$ cat src/rtl/logic_unit_iter.sv
// Iterative bitwise logic unit (NOT/AND/OR/XOR): L result bits per cycle over N-bit operands.
// Latency N/L+1 cycles from the start edge back to idle; start is ignored while busy.
module logic_unit_iter #(
  parameter int N = 4,
  parameter int L = 1
) (
  input  logic         clk,
  input  logic         rst,
  input  logic         start,
  input  logic [1:0]   op,
  input  logic         Cin,
  input  logic [N-1:0] A,
  input  logic [N-1:0] B,
  output logic         busy,
  output logic         done,
  output logic [N-1:0] Y,
  output logic         zero
);

  localparam int NCH = N / L;
  localparam int CW  = (NCH > 1) ? $clog2(NCH) : 1;
  localparam logic [CW-1:0] LAST = CW'(NCH - 1);

  if (N < 1 || L < 1 || L > N || (N % L) != 0) begin : g_bad_params
    $error("logic_unit_iter: illegal N/L combination");
  end

  typedef enum logic [1:0] {
    S_IDLE = 2'd0,
    S_RUN  = 2'd1,
    S_DONE = 2'd2
  } state_t;

  typedef struct packed {
    logic [1:0]   op;
    logic         cin;
    logic [N-1:0] a;
    logic [N-1:0] b;
  } opnd_t;

  state_t        state_q, state_d;
  opnd_t         opnd_q, opnd_d;
  logic [CW-1:0] cnt_q, cnt_d;
  logic [N-1:0]  shadow_q, shadow_d;
  logic [N-1:0]  y_q, y_d;
  logic          zero_q, zero_d;
  logic [N-1:0]  res;
  logic [N-1:0]  merged;

  always_ff @(posedge clk) begin
    if (rst) begin
      state_q  <= S_IDLE;
      opnd_q   <= '0;
      cnt_q    <= '0;
      shadow_q <= '0;
      y_q      <= '0;
      zero_q   <= 1'b1;
    end else begin
      state_q  <= state_d;
      opnd_q   <= opnd_d;
      cnt_q    <= cnt_d;
      shadow_q <= shadow_d;
      y_q      <= y_d;
      zero_q   <= zero_d;
    end
  end

  always_comb begin
    state_d = state_q;
    case (state_q)
      S_IDLE:  if (start) state_d = S_RUN;
      S_RUN:   if (cnt_q == LAST) state_d = S_DONE;
      S_DONE:  state_d = S_IDLE;
      default: state_d = S_IDLE;
    endcase
  end

  always_comb begin
    busy = (state_q != S_IDLE);
    done = (state_q == S_DONE);
  end

  // Full-width function of the latched operands; only the current chunk is consumed.
  always_comb begin
    res = '0;
    case (opnd_q.op)
      2'b00: res = opnd_q.cin ? ~opnd_q.b : ~opnd_q.a;
      2'b01: res = opnd_q.a & opnd_q.b;
      2'b10: res = opnd_q.a | opnd_q.b;
      2'b11: res = opnd_q.a ^ opnd_q.b;
      default: res = '0;
    endcase
  end

  always_comb begin
    merged = shadow_q;
    for (int c = 0; c < NCH; c++) begin
      if (cnt_q == CW'(c)) merged[c*L +: L] = res[c*L +: L];
    end
  end

  always_comb begin
    opnd_d   = opnd_q;
    cnt_d    = cnt_q;
    shadow_d = shadow_q;
    y_d      = y_q;
    zero_d   = zero_q;
    case (state_q)
      S_IDLE: begin
        if (start) begin
          opnd_d.op  = op;
          opnd_d.cin = Cin;
          opnd_d.a   = A;
          opnd_d.b   = B;
          cnt_d      = '0;
          shadow_d   = '0;
        end
      end
      S_RUN: begin
        shadow_d = merged;
        if (cnt_q == LAST) begin
          y_d    = merged;
          zero_d = (merged == '0);
        end else begin
          cnt_d = cnt_q + 1'b1;
        end
      end
      default: ;
    endcase
  end

  assign Y    = y_q;
  assign zero = zero_q;

  a_done_single: assert property (@(posedge clk) disable iff (rst) done |=> !done);
  a_done_busy:   assert property (@(posedge clk) done |-> busy);

endmodule

$ cat config.mk
export PLATFORM = sky130hd
export DESIGN_NAME = logic_unit_iter
export DESIGN_NICKNAME = d
export VERILOG_FILES = /design/src/rtl/logic_unit_iter.sv
export SDC_FILE = /design/constraint.sdc
export NUM_CORES = 1
export LEC_CHECK = 0
export BUFFER_PORTS_ARGS = -buffer_cell sky130_fd_sc_hd__buf_2
export CAP_MARGIN = 30
export CORE_ASPECT_RATIO = 1.5
export CORE_MARGIN = 3
export CORE_UTILIZATION = 58
export DETAILED_ROUTE_END_ITERATION = 10
export PLACE_DENSITY = 0.82
export SLEW_MARGIN = 20
export SYNTH_ARGS = -nofsm -noshare
export SYNTH_HDL_FRONTEND = slang
export SYNTH_SLANG_ARGS = --single-unit
$ cat constraint.sdc
create_clock -name clk -period 3 [get_ports clk]
set_input_delay 0.45 -clock clk [delete_from_list [all_inputs] [get_ports clk]]
set_output_delay 0.45 -clock clk [all_outputs]
set_load 0.01 [all_outputs]
==> impl_metrics.py, run 1 <==
metrics = {
    "run_status": {
        "status": "complete, no violations",
    },
    "setup_path": {
        "critPathTopFamily": "compound AO/OA/AOI/OAI gates",
        "crit_cells": 7,
        "crit_fanout": 4,
        "worst_path_largest_cell_delay_ns": 0.40,
        "cp_num_buf_inv": 1,
        "cp-end-kind": "flop",
        "rr_worst_depth": 7,
        "startpoint": "opnd_q[0]$_SDFFE_PP0P_",
        "rrSetupSlack_ns": 1.21,
        "slowest_stage": "dfxtp_1",
        "worstSetupPathType": "reg2reg",
        "critical_path.endpoint": "zero$_SDFFE_PP1P_",
        "worstPathRequired_ns": 3.22,
        "path_cells": "inv_1 > ha_1 > and2b_2 > o21ai_0 > a32o_2 > nor3_1 > a221o_1",
        "cp-start-kind": "flop",
        "r2r-start": "opnd_q[0]$_SDFFE_PP0P_",
        "arrival_ns": 2.01,
        "rr_endpoint": "zero$_SDFFE_PP1P_",
    },
    "synthesis": {
        "synthSimpleGateAreaFrac": 0.246,
        "yosys.area_share.xor_xnor": 0,
        "synth_edf_count": 0,
        "yosysTopAreaCell": "dfxtp_1",
        "synth.most_common_cell": "nand2_1",
        "synthTopCellsByCount": "nand2_1 (33), dfxtp_1 (23), a21oi_1 (17), inv_1 (13)",
        "synth_top_area_frac": 0.367,
        "seq_area_frac_synth": 0.367,
        "synthAdderAreaFrac": 0.120,
        "synth_cell_types": 29,
        "yosys_register_bits": 23,
        "async_flop_share": 0,
        "netlist_area_um2": 1260,
        "synthMuxAreaShare": 0.0378,
        "synth_top_family_by_area": "simple AND/OR/NAND/NOR gates",
        "synth_cells": 152,
        "synth_ff_type": "dfxtp_1",
        "synth_compound_area_frac": 0.161,
        "ys_warn_count": 0,
        "synth_nets": 178,
        "synthTopCellsByArea": "dfxtp_1 (37%), ha_1 (12%), nand2_1 (9.9%)",
        "syn_avg_cell_area_um2": 8.26,
    },
    "clock_tree": {
        "cts_tree": "done",
        "cts-hold-fix-buffers": 0,
        "cts_resized": 0,
        "clkSlewWorstSetupHoldPaths_ns": 0.13,
        "worstSkewPairLatency_ns": 0.32,
        "cts_buffer_depth": 2,
        "cts_sinks": 23,
        "h-tree-depth": 1,
        "post_cts_buffers": 0,
        "root_buffer": "clkbuf_4",
        "cts_inserted_buffers": 3,
    },
    "sta": {
        "slew_headroom": 0.702,
        "rsz0062_at_grt": "false",
        "skew_ns": 0.00174,
        "tns_ns": 0,
        "period_needed_ns": 1.79,
        "hold_viol_final": 0,
        "max_slew.worst_pin.slew_ns": 0.446,
        "fmax_ghz": 0.558,
        "setup_slack_ns": 1.21,
        "fin_crit_sh": 0.597,
        "setup_viol": 0,
        "finalMaxSlewViolations": 0,
        "hold_slack_ns": 0.350,
    },
    "die": {
        "die_area_um2": 2770,
        "row_count": 20,
        "die_y_um": 63.0,
        "dieWidth_um": 44,
        "num_io_pins": 21,
        "start_util": 0.612,
        "coreArea_um2": 2050,
    },
    "final_layout": {
        "syn_to_final_growth_pct": 9.26,
        "register_area_um2": 460,
        "fillers": 185,
        "final_util": 0.669,
        "diodes": 0,
        "final_nets": 197,
        "drive_gt1_frac": 0.194,
        "multi_input_area_um2": 709,
    },
    "routing": {
        "route.met3.wl_um": 123,
        "drtIter0Drc": 29,
        "vias": 1078,
        "routed_wl_um": 2370,
        "met1_length_um": 924,
        "drt-pass1-iter-count": 4,
        "avgViaCountPerCell": 5.61,
        "wl_per_cell_um": 12.3,
        "drc": 0,
        "routed.top_layer": "met4",
        "drtAntennaViolNets": 0,
        "wl_met2_um": 1270,
    },
    "hold_path": {
        "hold_path.class": "in2reg",
        "hp-start": "A[1]",
    },
    "place": {
        "hpwl_um": 1820,
        "port_buffers": 20,
        "place.gp.congestion": 0.827,
        "dp_slack_ns": 1.25,
    },
    "global_route": {
        "grt_pass1_vias": 1010,
        "grt_pass1_wl_um": 4130,
        "grt_remaining_overflow": 0,
        "grt_use_total": 0.194,
        "antenna_found_initial": 0,
        "grt_max_degree": 24,
    },
    "job": {
        "cap_violations": 0,
    },
    "pwr": {
        "cellLeakagePower_nw": 0.590,
        "power.density_nw_per_um2": 427,
        "vdd_drop_max_mv": 0.310,
    },
}
-- where the power goes --
group          leakage (nW)  switching [mW]  internal, mW
combinational         0.387          0.0561        0.0450
sequential            0.188          0.0172         0.319
clock                0.0150          0.0962        0.0521
-- logic make-up after synthesis --
family                     Yosys count
buffers and inverters               19
adders and majority gates           12
AOI/OAI and AO/OA                   28
DFF                                 23
and+or+nand+nor                     67
muxes                                3
-- routing by layer --
| metal | track usage | vias to the layer above |
|---|---|---|
| li1 | - | 535 |
| met1 | 0.204 | 504 |
| met4 | 0.0868 | 0 |
| met3 | 0.0346 | 7 |
| met5 | 0 | - |
| met2 | 0.354 | 32 |
-- state kept, by name (all words and copies together) (netlist names) --
signal / count
cnt_q: 2
zero: 1
state_q: 2
opnd_q: 11
Y: 4
shadow_q: 3
-- worst min path at each step --
| stage | end | slack (ns) | depth (start not counted) |
|---|---|---|---|
| 3_5_place_dp | Y[2]$_SDFFE_PP0P_ | 0.46 | 2 |
| 2_1_floorplan | shadow_q[0]$_SDFFE_PP0P_ | 0.45 | 2 |
| 5_1_grt | opnd_q[10]$_SDFFE_PP0P_ | 0.36 | 3 |
| 4_1_cts | opnd_q[5]$_SDFFE_PP0P_ | 0.35 | 3 |
| 6_report | opnd_q[5]$_SDFFE_PP0P_ | 0.35 | 3 |
| 3_3_place_gp | Y[2]$_SDFFE_PP0P_ | 0.44 | 2 |
-- per-stage QoR --
step	area, um2	cells	total power, mW
floorplan	1260	152	0.419
global placement	1350	188	0.438
detailed placement	1350	188	0.444
CTS	1370	192	0.584
global route	1370	192	0.610
finish	1370	192	0.586
-- final cells by class --
type                            count  area share
Multi-Input combinational cell    110       0.517
Sequential cell                    23       0.335
Timing Repair Buffer               20      0.0729
Inverter                           13      0.0356
Tap cell                           22      0.0201
Clock buffer                        4      0.0191
-- worst reg2reg max path, stage by stage, from the launching register on --
cell and delay (ns):
dfxtp_1 0.40, inv_1 0.06, ha_1 0.27, and2b_2 0.21
o21ai_0 0.16, a32o_2 0.22, nor3_1 0.06, a221o_1 0.31
-- cells in the final DEF, fill, tap and decap left out, types with 2 or more instances in the layout --
cell	netlist	layout
nand2_1	33	33
dfxtp_1	23	23
buf_2	0	20
a21oi_1	17	17
inv_1	13	13
nor2_1	12	12
ha_1	12	12
nand2b_1	6	6
nor3_1	4	4
nand3_1	3	3
clkbuf_4	0	3
nor2b_1	2	2
and2_1	2	2
o211ai_1	2	2
a32oi_1	2	2
a31oi_4	2	2
Power figures use the tool's default switching activity.
==> run 2: changes to the inputs <==
Settings changed: CORE_UTILIZATION 58 to 54, PLACE_DENSITY 0.82 to 0.77.
Clock period 3 ns to 1.88 ns, I/O delays scaled along.
==> impl_metrics.py, run 2 (synthesized netlist as in run 1, its figures left out) <==
metrics = {
    "sta": {
        "slew_headroom": 0.677,
        "fin_crit_sh": 0.943,
        "finalMaxSlewViolations": 0,
        "fmax_ghz": 0.564,
        "hold_slack_ns": 0.205,
        "period_needed_ns": 1.77,
        "setup_viol": 0,
        "max_slew.worst_pin.slew_ns": 0.484,
        "setup_slack_ns": 0.107,
        "hold_viol_final": 0,
        "skew_ns": 0.00578,
    },
    "pwr": {
        "cellLeakagePower_nw": 0.611,
        "clkPwrFrac": 0.237,
        "p_sw_uw": 256,
        "power.density_nw_per_um2": 656,
        "comb_power_share": 0.187,
        "internal_power_uw": 669,
        "swShare": 0.277,
        "vdd_drop_max_mv": 0.487,
        "power.total_uw": 925,
        "seq_power_share": 0.576,
    },
    "clock_tree": {
        "cts_sinks": 23,
        "cts_inserted_buffers": 3,
        "cts_tree": "done",
        "post_cts_buffers": 0,
        "h-tree-depth": 1,
        "worstSkewPairLatency_ns": 0.30,
        "root_buffer": "clkbuf_4",
        "cts_buffer_depth": 2,
        "clkSlewWorstSetupHoldPaths_ns": 0.12,
    },
    "die": {
        "num_io_pins": 21,
        "row_count": 20,
        "die_y_um": 65.1,
        "dieWidth_um": 45.4,
        "die_area_um2": 2950,
        "start_util": 0.591,
        "coreArea_um2": 2130,
    },
    "routing": {
        "routed_wl_um": 2340,
        "drtAntennaViolNets": 0,
        "vias": 1050,
        "wl_per_cell_um": 12.0,
        "drt-pass1-iter-count": 4,
        "drc": 0,
        "drtIter0Drc": 20,
        "avgViaCountPerCell": 5.38,
    },
    "run_status": {
        "status": "complete, no violations",
    },
    "final_layout": {
        "drive_gt1_frac": 0.220,
        "diodes": 0,
        "largest_reg_flops": 11,
        "final_common_cell": "nand2_1",
        "final_cell_mix": "nand2_1 (33), dfxtp_1 (23), buf_2 (20), a21oi_1 (17), inv_1 (13)",
        "syn_to_final_growth_pct": 12.3,
        "final_nets": 200,
        "top_register": "opnd_q",
    },
    "setup_path": {
        "worstPathRequired_ns": 2.08,
        "cp-start-kind": "flop",
        "worstSetupPathType": "reg2reg",
        "crit_fanout": 4,
        "rrSetupSlack_ns": 0.11,
        "arrival_ns": 1.97,
        "cp-end-kind": "flop",
    },
    "place": {
        "hpwl_um": 1870,
        "port_buffers": 20,
        "place.gp.congestion": 0.901,
        "dp_slack_ns": 0.111,
    },
    "global_route": {
        "grt_use_total": 0.182,
        "grt_max_degree": 24,
        "grt_pass1_vias": 1026,
        "grt_pass1_wl_um": 4150,
        "antenna_found_initial": 0,
        "grt_remaining_overflow": 0,
    },
    "hold_path": {
        "hold_path.class": "in2reg",
    },
    "job": {
        "cap_violations": 0,
    },
}
==> run 2: stage by stage <==
step	util	instances	setup TNS, ns	cell area (um2)
after global routing	0.663	195	-0.00102	1410
after global placement	0.644	191	0	1370
final	0.663	195	0	1410
after CTS	0.656	195	0	1400
after floorplan	-	152	0	1260
after detailed placement	0.644	191	0	1370
==> run 2: worst max-delay path: stages, from the launching register on <==
cell	delay (ns)
dfxtp_1	0.39
inv_1	0.07
ha_1	0.26
and2b_2	0.20
o21ai_0	0.17
a32o_2	0.23
nor3_1	0.05
a221o_1	0.31
==> run 2: layer usage <==
metal | routed length, um | GRT usage | vias up
li1 | - | - | 540
met1 | 925 | 0.211 | 479
met2 | 1280 | 0.322 | 29
met3 | 126 | 0.0333 | 2
met4 | 17 | 0.0513 | 0
met5 | 0 | 0 | -
==> run 2: area by class of cell <==
type                    instances  area, um2
clock buffers                   4       26.3
multi-input cells             110        724
inverters                      13       48.8
fillers                       184        717
well taps                      22       27.5
flip-flops and latches         23        460
repair buffers                 23        123
==> run 2: final timing paths <==
kind,to,depth (start not counted),startpoint
setup / recovery,zero$_SDFFE_PP1P_,7,opnd_q[4]$_SDFFE_PP0P_
hold / removal,opnd_q[9]$_SDFFE_PP0P_,3,op[0]
setup reg to reg,zero$_SDFFE_PP1P_,7,opnd_q[4]$_SDFFE_PP0P_
hold reg to reg,Y[2]$_SDFFE_PP0P_,2,Y[2]$_SDFFE_PP0P_
==> run 2: power by group through the flow <==
stage          Sequential [mW]  Combinational (mW)  Clock, mW
2_1_floorplan            0.536               0.134          0
3_3_place_gp             0.542               0.164          0
3_5_place_dp             0.544               0.171          0
4_1_cts                  0.533               0.172      0.228
5_1_grt                  0.538               0.197      0.256
6_report                 0.533               0.173      0.219
==> run 2: repair_timing <==
| item | CTS | global route |
|---|---|---|
| endpoints found under the setup margin | 0 | 1 |
| hold buffers | 0 | 0 |
| gates resized for setup | 0 | 2 |
